**src/rtl/tournament_selector.sv**
```systemverilog
// Parent selection: four LFSR-drawn population reads feed two binary
// tournaments whose winners are held as a dad/mom pair on valid/ready.
//
// Ports:
//   clk, rst         clock, asynchronous active-high reset
//   ce               clock enable for read issue and LFSR advance
//   rd_en, rd_addr   population RAM read strobe and address
//   rd_individual    RAM individual data, one cycle after rd_en
//   rd_fitness       RAM fitness data, one cycle after rd_en
//   dad, mom         tournament-0 and tournament-1 winners
//   valid, ready     output pair handshake
module tournament_selector #(
  parameter int          IndividualWidth = 32,
  parameter int          FitnessWidth    = 16,
  parameter int          PopulationSize  = 16,
  parameter int          AddrWidth       = $clog2(PopulationSize),
  parameter logic [15:0] Seed            = 16'h0001
) (
  input  logic                       clk,
  input  logic                       rst,
  input  logic                       ce,
  output logic                       rd_en,
  output logic [AddrWidth-1:0]       rd_addr,
  input  logic [IndividualWidth-1:0] rd_individual,
  input  logic [FitnessWidth-1:0]    rd_fitness,
  output logic [IndividualWidth-1:0] dad,
  output logic [IndividualWidth-1:0] mom,
  output logic                       valid,
  input  logic                       ready
);

  // An all-zero LFSR would lock up, so a zero seed falls back to 1.
  localparam logic [15:0] SeedEff =
    (Seed == 16'h0000) ? 16'h0001 : Seed;

  typedef enum logic {
    FETCH,
    OUT
  } state_t;

  state_t                     state;
  state_t                     state_next;
  logic [15:0]                lfsr;
  logic [15:0]                lfsr_next;
  logic [2:0]                 issued;
  logic [2:0]                 received;
  logic                       pending;
  logic                       last_cap;
  logic                       xfer;
  logic [IndividualWidth-1:0] slot_ind [4];
  logic [FitnessWidth-1:0]    slot_fit [4];

  assign lfsr_next = {lfsr[14:0],
                      lfsr[15] ^ lfsr[13] ^ lfsr[12] ^ lfsr[10]};
  assign rd_addr   = lfsr[AddrWidth-1:0];
  assign last_cap  = pending && (received == 3'd3);
  assign xfer      = valid && ready;

  always_comb begin
    state_next = state;
    rd_en      = 1'b0;
    unique case (state)
      FETCH: begin
        rd_en = ce && (issued < 3'd4) && !rst;
        if (last_cap) begin
          state_next = OUT;
        end
      end
      OUT: begin
        if (xfer) begin
          state_next = FETCH;
        end
      end
      default: state_next = FETCH;
    endcase
  end

  always_ff @(posedge clk or posedge rst) begin
    if (rst) begin
      state    <= FETCH;
      lfsr     <= SeedEff;
      issued   <= 3'd0;
      received <= 3'd0;
      pending  <= 1'b0;
      dad      <= '0;
      mom      <= '0;
      valid    <= 1'b0;
      for (int i = 0; i < 4; i++) begin
        slot_ind[i] <= '0;
        slot_fit[i] <= '0;
      end
    end else begin
      state   <= state_next;
      pending <= rd_en;
      if (rd_en) begin
        lfsr   <= lfsr_next;
        issued <= issued + 3'd1;
      end
      // Capture ignores ce so an in-flight read always lands.
      if (pending) begin
        slot_ind[received[1:0]] <= rd_individual;
        slot_fit[received[1:0]] <= rd_fitness;
        received                <= received + 3'd1;
      end
      // Strict '>' keeps the earlier draw on a tie; slot 3 is
      // taken straight from the RAM bus as it is still landing.
      if (last_cap) begin
        dad   <= (slot_fit[1] > slot_fit[0]) ?
                 slot_ind[1] : slot_ind[0];
        mom   <= (rd_fitness > slot_fit[2]) ?
                 rd_individual : slot_ind[2];
        valid <= 1'b1;
      end
      if ((state == OUT) && xfer) begin
        valid    <= 1'b0;
        issued   <= 3'd0;
        received <= 3'd0;
      end
    end
  end

endmodule

```
**config.mk**
```make
export PLATFORM = sky130hd
export DESIGN_NAME = tournament_selector
export DESIGN_NICKNAME = d
export VERILOG_FILES = /design/src/rtl/tournament_selector.sv
export SDC_FILE = /design/constraint.sdc
export NUM_CORES = 1
export LEC_CHECK = 0
export ABC_AREA = 1
export BUFFER_PORTS_ARGS = -buffer_cell sky130_fd_sc_hd__buf_2
export CORE_UTILIZATION = 35
export CTS_CLUSTER_DIAMETER = 150
export CTS_CLUSTER_SIZE = 16
export DETAILED_ROUTE_END_ITERATION = 16
export GPL_ROUTABILITY_DRIVEN = 1
export HOLD_SLACK_MARGIN = 0.05
export PLACE_DENSITY = 0.62
export SLEW_MARGIN = 15
export SYNTH_ARGS = -nofsm -noshare
export SYNTH_HDL_FRONTEND = slang
export SYNTH_SLANG_ARGS = --single-unit
```
**constraint.sdc**
```tcl
create_clock -name clk -period 22.9 [get_ports clk]
set_input_delay 4.58 -clock clk [delete_from_list [all_inputs] [get_ports clk]]
set_output_delay 4.58 -clock clk [all_outputs]
set_load 0.02 [all_outputs]
```
==> results by group, run 1 <==
Critical path
  • Crit Path Class: in2out
  • CP max stage cell: nand4_1
  • CP endpoint kind: primary output
  • Delay of the slowest cell on the worst path: 0.73 ns
  • R2R Setup Slk: 19.91 ns
  • CP max FO: 74
  • Req. time, crit path: 18.32 ns
  • Buf+Inv Stages, Crit Path: 4
  • Most frequent CP cell: buf_2
  • CP Cell Sequence: buf_2 -> inv_8 -> nand4_1 -> clkinv_1 -> buf_2
  • Critical path launch point type: primary input
  • Worst path top cell family by delay: buffers and inverters
  • Critical Path AT: ~6.7 ns

Clocking
  • Post-CTS sizing: 0
  • CTS root buffer: clkbuf_16
  • Clk slew on worst S/H paths: 0.07 ns
  • Num CTS Buffers: 18
  • CTS Sinks: between 200 and 250
  • CTS H-tree depth: 1
  • Worst-Skew Late Latency: roughly 0.50 ns
  • Post-CTS setup repair buffer count: 0
  • Longest Clk Path Bufs: 3
  • CTS tree: built
  • Hold_buf cts: 0

Run
  • Max cap viols: 0

Yosys
  • Top cells by area, synth: dfrtp_1, nand2_1, o21ai_0, inv_1, nand3_1
  • Post-synth EDFFs: 0
  • Share of the synthesized area in the top cell type: 54.4%
  • Mux cell area share after synthesis: 0%
  • Synth Warn #: 0
  • Post-Synth Adder-Cell Area: 4.46%
  • Synth Area in Compound Gates: 8.56%
  • Mean Syn Cell Area: 8.33 µm²
  • Synth Area in Simple Gates: 21.6%
  • Syn Nets: 1,371
  • Flops & latches, synth: approximately 230
  • Largest family of logic cells by synthesized area: simple AND/OR/NAND/NOR gates
  • Ys flop type: dfrtp_1
  • Leading area contributor after synthesis: dfrtp_1
  • Netlist cell types: 27
  • Share of flip-flops with an asynchronous set or reset: 100%
  • Most common cell in the netlist: nand2_1
  • Post-synth top cells: nand2_1, dfrtp_1, inv_1, o21ai_0, nand3_1
  • Post-synthesis sequential area ratio: 54.7%
  • Synth Instances: 1,281
  • XOR/XNOR share of the synthesized area: 0.328%
  • Mapped cell area: 0.0107 mm²

Global routing
  • Initial antenna violation count: 0
  • Remaining global-route overflow: 0
  • First-pass GRT wire length: 41,700 µm
  • Total track usage: 16.7%
  • Pin count of the biggest net entering global routing: 97
  • Vias in the first global route: between 7,000 and 8,000

Drt
  • Starting DRT DRC Count: 587
  • Vias/cell: 4.64
  • Routed Antenna Nets: 0
  • Drt first pass iters: 5
  • DR WL/cell: ~14 µm
  • Via count: just over 8,000
  • DR DRC count: 0
  • Final wirelength: 25,000 µm

Finish
  • Area of the multi-input gates: 0.00376 mm²
  • # fillers: slightly above 3,000
  • Area taken by flip-flops and latches: 0.00583 mm²
  • Area grow syn2layout: 12.6%
  • Share of post-route cells with drive strength above 1: approximately 12%
  • Nets: 1,449
  • # diodes: 0

Die
  • Initial Utilization: 35.8%
  • Vert. Die Dim: between 150 and 200 µm
  • Die X: between 150 and 200 µm
  • Area of the core: 0.0298 mm²
  • Io pins: 122
  • Rows: between 60 and 70
  • Die ar.: 0.0312 mm²

STA
  • Clock Skew: 0.00933 ns
  • Hold Violations, Final: 0
  • Minimum clock period after layout: 11.24 ns
  • Final worst path period share: about half
  • Max-slew violations: 0
  • Post-route setup TNS: 0 ns
  • Slew HR: 34.8%
  • Slew at the pin closest to its max-slew limit: 0.978 ns
  • RSZ-0062 raised after global routing: false
  • Final setup fails: 0
  • Max Fclk: 89.0 MHz

Power and ir drop
  • PwrDens: 60.6 mW/mm²
  • Peak supply drop: 0.0414 mV
  • Lkg Pwr: 7.22 nW
  • PnR Total Power: between 700 and 800 µW

Worst hold path
  • Hold Path Class: reg2reg

Placed design
  • Gpl congestion: 0.745
  • DP Wirelength: 15,300 µm
  • Port bufs: 121

Outcome
  • Status: complete, no violations
-- cell usage in the layout, fill, tap and decap left out --
cell,synthesis,routed
xnor2_1,3,3
dfrtp_1,232,232
inv_8,0,1
o21ai_0,164,164
nand2_2,4,5
nand3_1,133,133
inv_1,202,201
nand2_4,1,4
nand2_1,392,388
nor2_2,1,1
or2_2,1,1
a31oi_1,2,2
clkbuf_16,0,19
clkbuf_1,29,6
nor3_2,1,1
nand3_2,1,1
a21o_1,2,2
nor2_1,12,12
a21oi_1,13,13
ha_1,38,38
nand4_1,3,3
inv_6,0,1
buf_4,10,7
inv_2,1,1
clkinv_1,1,1
dfstp_2,1,1
nand4_4,1,1
nor3_4,1,1
xor2_1,1,1
buf_2,31,121
-- through the flow --
stage / hold slack, ns / setup WS [ns] / instances / instance area [µm²] / util (%)
after CTS: 0.476 / 11.59 / 1755 / 12000 / 40.3
after global placement: 0.455 / 11.67 / 1729 / 11500 / 38.6
after floorplan: 0.442 / 7.60 / 1281 / 10700 / -
final: 0.472 / 11.66 / 1755 / 12000 / 40.3
after detailed placement: 0.459 / 11.61 / 1729 / 11500 / 38.6
after global routing: 0.493 / 11.39 / 1755 / 12000 / 40.3
-- sequential cells by signal, indices dropped and copies added (netlist names) --
register and cells:
dad 32, pending 1, mom 32, lfsr 16, slot_fit 48, slot_ind 96
valid 1, received 3, issued 3, state 1
-- where the power goes --
group          total [mW]  switching (mW)  internal [mW]
clock               0.296           0.144          0.152
sequential          0.411               0          0.411
combinational      0.0205          0.0156        0.00487
total               0.728           0.160          0.568
-- cell type report --
type / count / share of cell area [%]
timing repair buffer: 128 / 5.48
sequential: 233 / 48.5
clock buffer: 25 / 4.14
tap: 390 / 4.06
clock inverter: 1 / 0.0729
multi-input combinational: 774 / 31.3
inverter: 204 / 6.44
-- worst paths after layout --
check                             start           end  cells after the start
max                                 rst         rd_en                      5
min                             dad[11]       dad[11]                      2
max reg2reg                slot_fit[59]        dad[0]                      9
min reg2reg                     dad[11]       dad[11]                      2
max in group asynchronous           rst  slot_fit[39]                      3
min in group asynchronous           rst        dad[2]                      2
-- per-layer routing --
layer / GRT usage, % / part of all wire (%) / vias up
li1: - / - / 4126
met1: 23.4 / 48 / 3853
met2: 26.7 / 45 / 144
met3: 3.17 / 4.9 / 27
met4: 3.74 / 2.1 / 0
met5: 0 / 0 / -
-- cells by family after synthesis --
| kind of cell | after synthesis |
|---|---|
| simple gates | 551 |
| fa+ha+maj | 38 |
| xor+xnor | 4 |
| flops | 233 |
| buf+inv | 274 |
| compound gates | 181 |
-- worst register-to-register path, cell delays in order (launching register included) --
cell and delay [ns]:
dfrtp_1 0.36, inv_1 0.05, ha_1 0.30, nand4_1 0.15, nor3_4 0.21, nand4_4 0.56, nand2_2 0.89, nand2_1 0.13
nand3_1 0.15, nand2_1 0.07
No activity file was read; power rests on OpenSTA's default activity.
==> inputs of run 2 (changes only) <==
--- a/config.mk
+++ b/config.mk
@@ -13,7 +13,7 @@
 export DETAILED_ROUTE_END_ITERATION = 16
 export GPL_ROUTABILITY_DRIVEN = 1
 export HOLD_SLACK_MARGIN = 0.05
-export PLACE_DENSITY = 0.62
+export PLACE_DENSITY = 0.64
 export SLEW_MARGIN = 15
 export SYNTH_ARGS = -nofsm -noshare
 export SYNTH_HDL_FRONTEND = slang
==> constraint.sdc (replaced) <==
create_clock -name clk -period 9.9 [get_ports clk]
set_input_delay 1.98 -clock clk [delete_from_list [all_inputs] [get_ports clk]]
set_output_delay 1.98 -clock clk [all_outputs]
set_load 0.02 [all_outputs]
==> results by group, run 2 (synthesis gave the netlist of run 1 again) <==
Finish
  • Most common cell after layout, fill and taps aside: nand2_1
  • Max FFs per register: 96 (unchanged)
  • Largest registers: slot_ind x96, slot_fit x48
  • # diodes: 0 (unchanged)
  • Most frequent cells in the layout: nand2_1, dfrtp_1, inv_1
  • Nets: 1,449 (unchanged)
  • Area grow syn2layout: 12.6% (about the same)
  • Largest Register: slot_ind
  • Share of post-route cells with drive strength above 1: 12.2% (unchanged)

Run
  • Max cap viols: 0 (unchanged)

Drt
  • Starting DRT DRC Count: 597 (+1.7%)
  • Final wirelength: 24,800 µm (-0.94%)
  • Routed Antenna Nets: 0 (unchanged)
  • DR DRC count: 0 (unchanged)
  • DR WL/cell: 14.1 µm (-0.94%)
  • Via count: 8,180 (+0.37%)
  • Drt first pass iters: 5 (unchanged)
  • Vias/cell: 4.66 (+0.37%)

Critical path
  • CP Depth: 5 (unchanged)
  • Buf+Inv Stages, Crit Path: 4 (unchanged)
  • R2R Path End: mom[3]
  • Req. time, crit path: 7.92 ns (-10.40 ns)
  • CP Cell Sequence: buf_2 -> clkinvlp_4 -> nand4_1 -> clkinv_1 -> buf_2
  • CP endpoint kind: primary output
  • Critical Path AT: 3.96 ns (-2.70 ns)
  • CP max FO: 21 (-72%)
  • R2R Setup Slk: 6.65 ns (-13.26 ns)
  • CP max stage cell: nand4_1
  • Most frequent CP cell: buf_2
  • Critical path launch point type: primary input
  • Setup crit end: rd_en
  • Reg2Reg Launch Point: slot_fit[31]
  • Delay of the slowest cell on the worst path: 0.64 ns (-0.09 ns)
  • Crit path from: rst
  • R2R depth: 9 (unchanged)
  • Worst path top cell family by delay: buffers and inverters
  • Crit Path Class: in2out

Placed design
  • DP Wirelength: 15,400 µm (+0.59%)
  • Worst slack, placed: 3.90 ns (-7.71 ns)
  • Port bufs: 121 (unchanged)
  • Gpl congestion: 0.753 (+1.1%)

Clocking
  • Worst-Skew Late Latency: 0.49 ns (about the same)
  • CTS Sinks: 233 (unchanged)
  • Post-CTS setup repair buffer count: 0 (unchanged)
  • Longest Clk Path Bufs: 3 (unchanged)
  • Post-CTS sizing: 0 (unchanged)
  • CTS tree: built
  • CTS H-tree depth: 1 (unchanged)
  • Clk slew on worst S/H paths: 0.07 ns (about the same)
  • CTS root buffer: clkbuf_16
  • Hold_buf cts: 0 (unchanged)
  • Num CTS Buffers: 18 (unchanged)

STA
  • Max-slew violations: 0 (unchanged)
  • Final worst path period share: 60.0%
  • Slew at the pin closest to its max-slew limit: 0.964 ns (-0.0136 ns)
  • Hold Violations, Final: 0 (unchanged)
  • Setup ws final: 3.96 ns (-7.70 ns)
  • Clock Skew: 0.0169 ns (+0.00757 ns)
  • Max Fclk: 168 MHz
  • Final setup fails: 0 (unchanged)
  • Minimum clock period after layout: 5.94 ns
  • Slew HR: 35.7% (+0.90 points)
  • Post-route setup TNS: 0 ns (unchanged)
  • RSZ-0062 raised after global routing: false

Power and ir drop
  • Share of power burned in registers: 56.8% (+0.3 points)
  • Psw: 362 µW (+130%)
  • PwrDens: 139 mW/mm² (+130%)
  • Clock share of power: 40.4% (-0.3 points)
  • Sw frac: 21.6% (-0.40 points)
  • Peak supply drop: 0.0766 mV (+85%)
  • Pint: 1.31 mW (+130%)
  • Lkg Pwr: 7.17 nW (-0.70%)
  • PnR Total Power: 1.68 mW (+130%)
  • Comb power frac: 2.9% (about the same)

Outcome
  • Status: complete, no violations

Global routing
  • Initial antenna violation count: 0 (unchanged)
  • Vias in the first global route: 7,837 (-0.97%)
  • Pin count of the biggest net entering global routing: 172 (+77%)
  • Remaining global-route overflow: 0 (unchanged)
  • Total track usage: 16.4% (-0.32 points)
  • First-pass GRT wire length: 40,900 µm (-1.8%)

Die
  • Die X: 177 µm (unchanged)
  • Area of the core: 0.0298 mm² (unchanged)
  • Rows: 63 (unchanged)
  • Io pins: 122 (unchanged)
  • Initial Utilization: 35.8% (unchanged)
  • Die ar.: 0.0312 mm² (unchanged)
  • Vert. Die Dim: 177 µm (unchanged)

Worst hold path
  • Cells on Worst Hold Path: 2 (unchanged)
  • Hold Path Class: reg2reg
-- run 2: changes by cell type in the layout (fill, tap and decap cells not counted), sizes merged --
cell / change
clkinvlp: +1
inv: -1
-- run 2: layout make-up --
cell class	instances	area, µm²
clock buffer	25	498
clock inverter	1	8.76
fill	3060	17800
inverter	204	769
multi-input combinational	774	3740
sequential	233	5830
tap	390	488
timing repair buffer	128	671
-- run 2: per-layer routing --
layer / track usage (%) / routed length, µm / vias up
li1: - / - / 4119
met5: 0 / 0 / -
met3: 2.76 / 1190 / 23
met4: 3.23 / 351 / 0
met2: 26.9 / 11200 / 161
met1: 22.7 / 12100 / 3877
-- run 2: how the worst min path moves through the flow --
| stage | startpoint | to | slack (ns) |
|---|---|---|---|
| global placement | lfsr[14] | lfsr[15] | 0.45 |
| floorplan | lfsr[14] | lfsr[15] | 0.44 |
| finish | dad[0] | dad[0] | 0.48 |
| CTS | dad[28] | dad[28] | 0.48 |
| detailed placement | dad[28] | dad[28] | 0.46 |
| global route | mom[0] | mom[0] | 0.50 |
-- run 2: per-stage QoR --
stage | utilization [%] | std cells | instance area (µm²) | hold WS, ns
after floorplan | - | 1281 | 10700 | 0.442
after global placement | 38.6 | 1729 | 11500 | 0.451
after detailed placement | 38.6 | 1729 | 11500 | 0.461
after CTS | 40.3 | 1755 | 12000 | 0.481
after global routing | 40.3 | 1755 | 12000 | 0.500
final | 40.3 | 1755 | 12000 | 0.476
-- run 2: power groups by stage --
| stage | sequential [mW] | clock [mW] | combinational (mW) |
|---|---|---|---|
| after floorplan | 0.970 | 0 | 0.0248 |
| after global placement | 0.970 | 0 | 0.0501 |
| after detailed placement | 0.970 | 0 | 0.0506 |
| after CTS | 0.951 | 0.703 | 0.0509 |
| after global routing | 0.951 | 0.736 | 0.0564 |
| final | 0.951 | 0.676 | 0.0480 |
-- run 2: worst reg2reg max path: cells and delay by family, from the launching register on --
kind,cells,cell delay [ns]
adders and majority gates,1,0.29
DFF,1,0.35
buffers and inverters,1,0.05
and+or+nand+nor,7,2.47
==> inputs of run 3 (changes only) <==
--- a/config.mk
+++ b/config.mk
@@ -13,7 +13,7 @@
 export DETAILED_ROUTE_END_ITERATION = 16
 export GPL_ROUTABILITY_DRIVEN = 1
 export HOLD_SLACK_MARGIN = 0.05
-export PLACE_DENSITY = 0.64
+export PLACE_DENSITY = 0.62
 export SLEW_MARGIN = 15
 export SYNTH_ARGS = -nofsm -noshare
 export SYNTH_HDL_FRONTEND = slang
==> constraint.sdc (replaced) <==
create_clock -name clk -period 5.5 [get_ports clk]
set_input_delay 1.1 -clock clk [delete_from_list [all_inputs] [get_ports clk]]
set_output_delay 1.1 -clock clk [all_outputs]
set_load 0.02 [all_outputs]
==> results by group, run 3 (synthesis gave the netlist of run 1 again) <==
Clocking
  • Post-CTS setup repair buffer count: 0 (unchanged)
  • Longest Clk Path Bufs: 3 (unchanged)
  • CTS tree: built
  • Post-CTS sizing: 0 (unchanged)
  • CTS root buffer: clkbuf_16
  • CTS Sinks: 233 (unchanged)
  • Hold_buf cts: 0 (unchanged)
  • CTS H-tree depth: 1 (unchanged)
  • Worst-Skew Late Latency: 0.50 ns (about the same)
  • Num CTS Buffers: 18 (unchanged)
  • Clk slew on worst S/H paths: 0.07 ns (about the same)

Power and ir drop
  • Psw: 662 µW (+83%)
  • Pint: 2.36 mW (+80%)
  • PwrDens: 252 mW/mm² (+81%)
  • Share of power burned in registers: 56.6% (-0.2 points)
  • Lkg Pwr: 7.18 nW (+0.13%)
  • Comb power frac: 2.9% (about the same)
  • Peak supply drop: 0.148 mV (+93%)
  • Sw frac: 21.9% (+0.29 points)
  • Clock share of power: 40.5% (about the same)

STA
  • Final worst path period share: 68.2%
  • Slew at the pin closest to its max-slew limit: 0.963 ns (-0.000677 ns)
  • Slew HR: 35.8% (+0.045 points)
  • Minimum clock period after layout: 3.75 ns
  • RSZ-0062 raised after global routing: false
  • Max-slew violations: 0 (unchanged)
  • Hold Violations, Final: 0 (unchanged)
  • Max Fclk: 266 MHz
  • Final setup fails: 0 (unchanged)
  • WHS: 0.475 ns (-0.000489 ns)
  • Clock Skew: 0.0203 ns (+0.00343 ns)
  • Setup ws final: 1.75 ns (-2.22 ns)

Finish
  • Most common cell after layout, fill and taps aside: nand2_1
  • Largest Register: slot_ind
  • Max FFs per register: 96 (unchanged)
  • # diodes: 0 (unchanged)
  • Largest registers: slot_ind x96, slot_fit x48
  • Utilization after layout: 40.3% (about the same)
  • Area grow syn2layout: 12.6% (about the same)
  • Share of post-route cells with drive strength above 1: 12.4% (+0.20 points)
  • Most frequent cells in the layout: nand2_1, dfrtp_1, inv_1
  • Nets: 1,451 (+0.14%)

Drt
  • DR WL/cell: 14.3 µm (+1.1%)
  • Drt first pass iters: 5 (unchanged)
  • DR DRC count: 0 (unchanged)
  • Routed Antenna Nets: 0 (unchanged)
  • Final wirelength: 25,100 µm (+1.2%)
  • Starting DRT DRC Count: 522 (-13%)
  • Vias/cell: 4.62 (-0.94%)
  • Via count: 8,112 (-0.83%)

Die
  • Io pins: 122 (unchanged)
  • Die X: 177 µm (unchanged)
  • Rows: 63 (unchanged)
  • Initial Utilization: 35.8% (unchanged)
  • Area of the core: 0.0298 mm² (unchanged)
  • Die ar.: 0.0312 mm² (unchanged)
  • Vert. Die Dim: 177 µm (unchanged)

Worst hold path
  • Hold Path Class: reg2reg
  • Hold Crit Start: mom[7]
  • Cells on Worst Hold Path: 2 (unchanged)
  • WHS Endpoint: mom[7]

Run
  • Max cap viols: 0 (unchanged)

Global routing
  • Pin count of the biggest net entering global routing: 97 (-44%)
  • Vias in the first global route: 7,930 (+1.2%)
  • Remaining global-route overflow: 0 (unchanged)
  • Initial antenna violation count: 0 (unchanged)
  • First-pass GRT wire length: 41,400 µm (+1.1%)
  • Total track usage: 16.6% (+0.26 points)

Critical path
  • Critical Path AT: 2.65 ns (-1.31 ns)
  • R2R Setup Slk: 2.45 ns (-4.20 ns)
  • CP endpoint kind: primary output
  • R2R depth: 9 (unchanged)
  • Critical path launch point type: primary input
  • Crit Path Class: in2out
  • R2R Path End: mom[0]
  • Reg2Reg Launch Point: slot_fit[31]
  • Req. time, crit path: 4.40 ns (-3.52 ns)
  • CP max FO: 21 (unchanged)

Placed design
  • DP Wirelength: 16,000 µm (+3.8%)
  • Worst slack, placed: 1.51 ns (-2.39 ns)
  • Gpl congestion: 0.768 (+2.0%)
  • Port bufs: 121 (unchanged)

Outcome
  • Status: complete, no violations
==> run 3: cell types whose count changed in the layout (fill, tap and decap cells not counted), sizes merged <==
| cell | change |
|---|---|
| buf | +2 |
==> run 3: cell type report <==
cell class                      count  area (µm²)
Sequential cell                   233        5830
Multi-Input combinational cell    774        3740
Clock inverter                      1        8.76
Fill cell                        3125       17800
Clock buffer                       25         498
Tap cell                          390         488
Timing Repair Buffer              130         673
Inverter                          204         771
==> run 3: how the worst max path moves through the flow <==
stage / start / to / slack [ns] / depth (start not counted)
6_report: rst / rd_en / 1.75 / 5
5_1_grt: rst / rd_en / 1.53 / 5
4_1_cts: rst / rd_en / 1.71 / 5
3_5_place_dp: rd_fitness[15] / mom[0] / 1.51 / 9
3_3_place_gp: rd_fitness[15] / mom[23] / 1.59 / 9
2_1_floorplan: rst / rd_en / -1.07 / 4
==> run 3: power groups by stage <==
stage	Sequential, mW	Combinational, mW	Clock, mW
after floorplan	1.75	0.0447	0
after global placement	1.75	0.0913	0
after detailed placement	1.75	0.0921	0
after CTS	1.71	0.0923	1.27
after global routing	1.71	0.103	1.34
final	1.71	0.0873	1.23
==> run 3: worst max-delay path, stage by stage <==
cell        delay [ns]
buf_2             0.11
clkinvlp_4        0.15
nand4_1           0.61
clkinv_2          0.45
buf_2             0.23
==> run 3: per-stage QoR <==
stage	total power [mW]	instance area [µm²]	setup TNS [ns]	std cells
after global placement	1.84	11500	0	1731
after detailed placement	1.84	11500	0	1731
after global routing	3.16	12000	0	1757
after CTS	3.08	12000	0	1757
after floorplan	1.79	10700	-3.29	1281
final	3.03	12000	0	1757
==> run 3: metal layers <==
layer,GRT usage [%],up-vias,wire [µm],share of wire (%)
met1,22.6,3808,11800,47
met2,27.2,159,11300,45
met3,3.45,26,1440,5.8
met5,0,-,0,0
li1,-,4119,-,-
met4,3.81,0,470,1.9
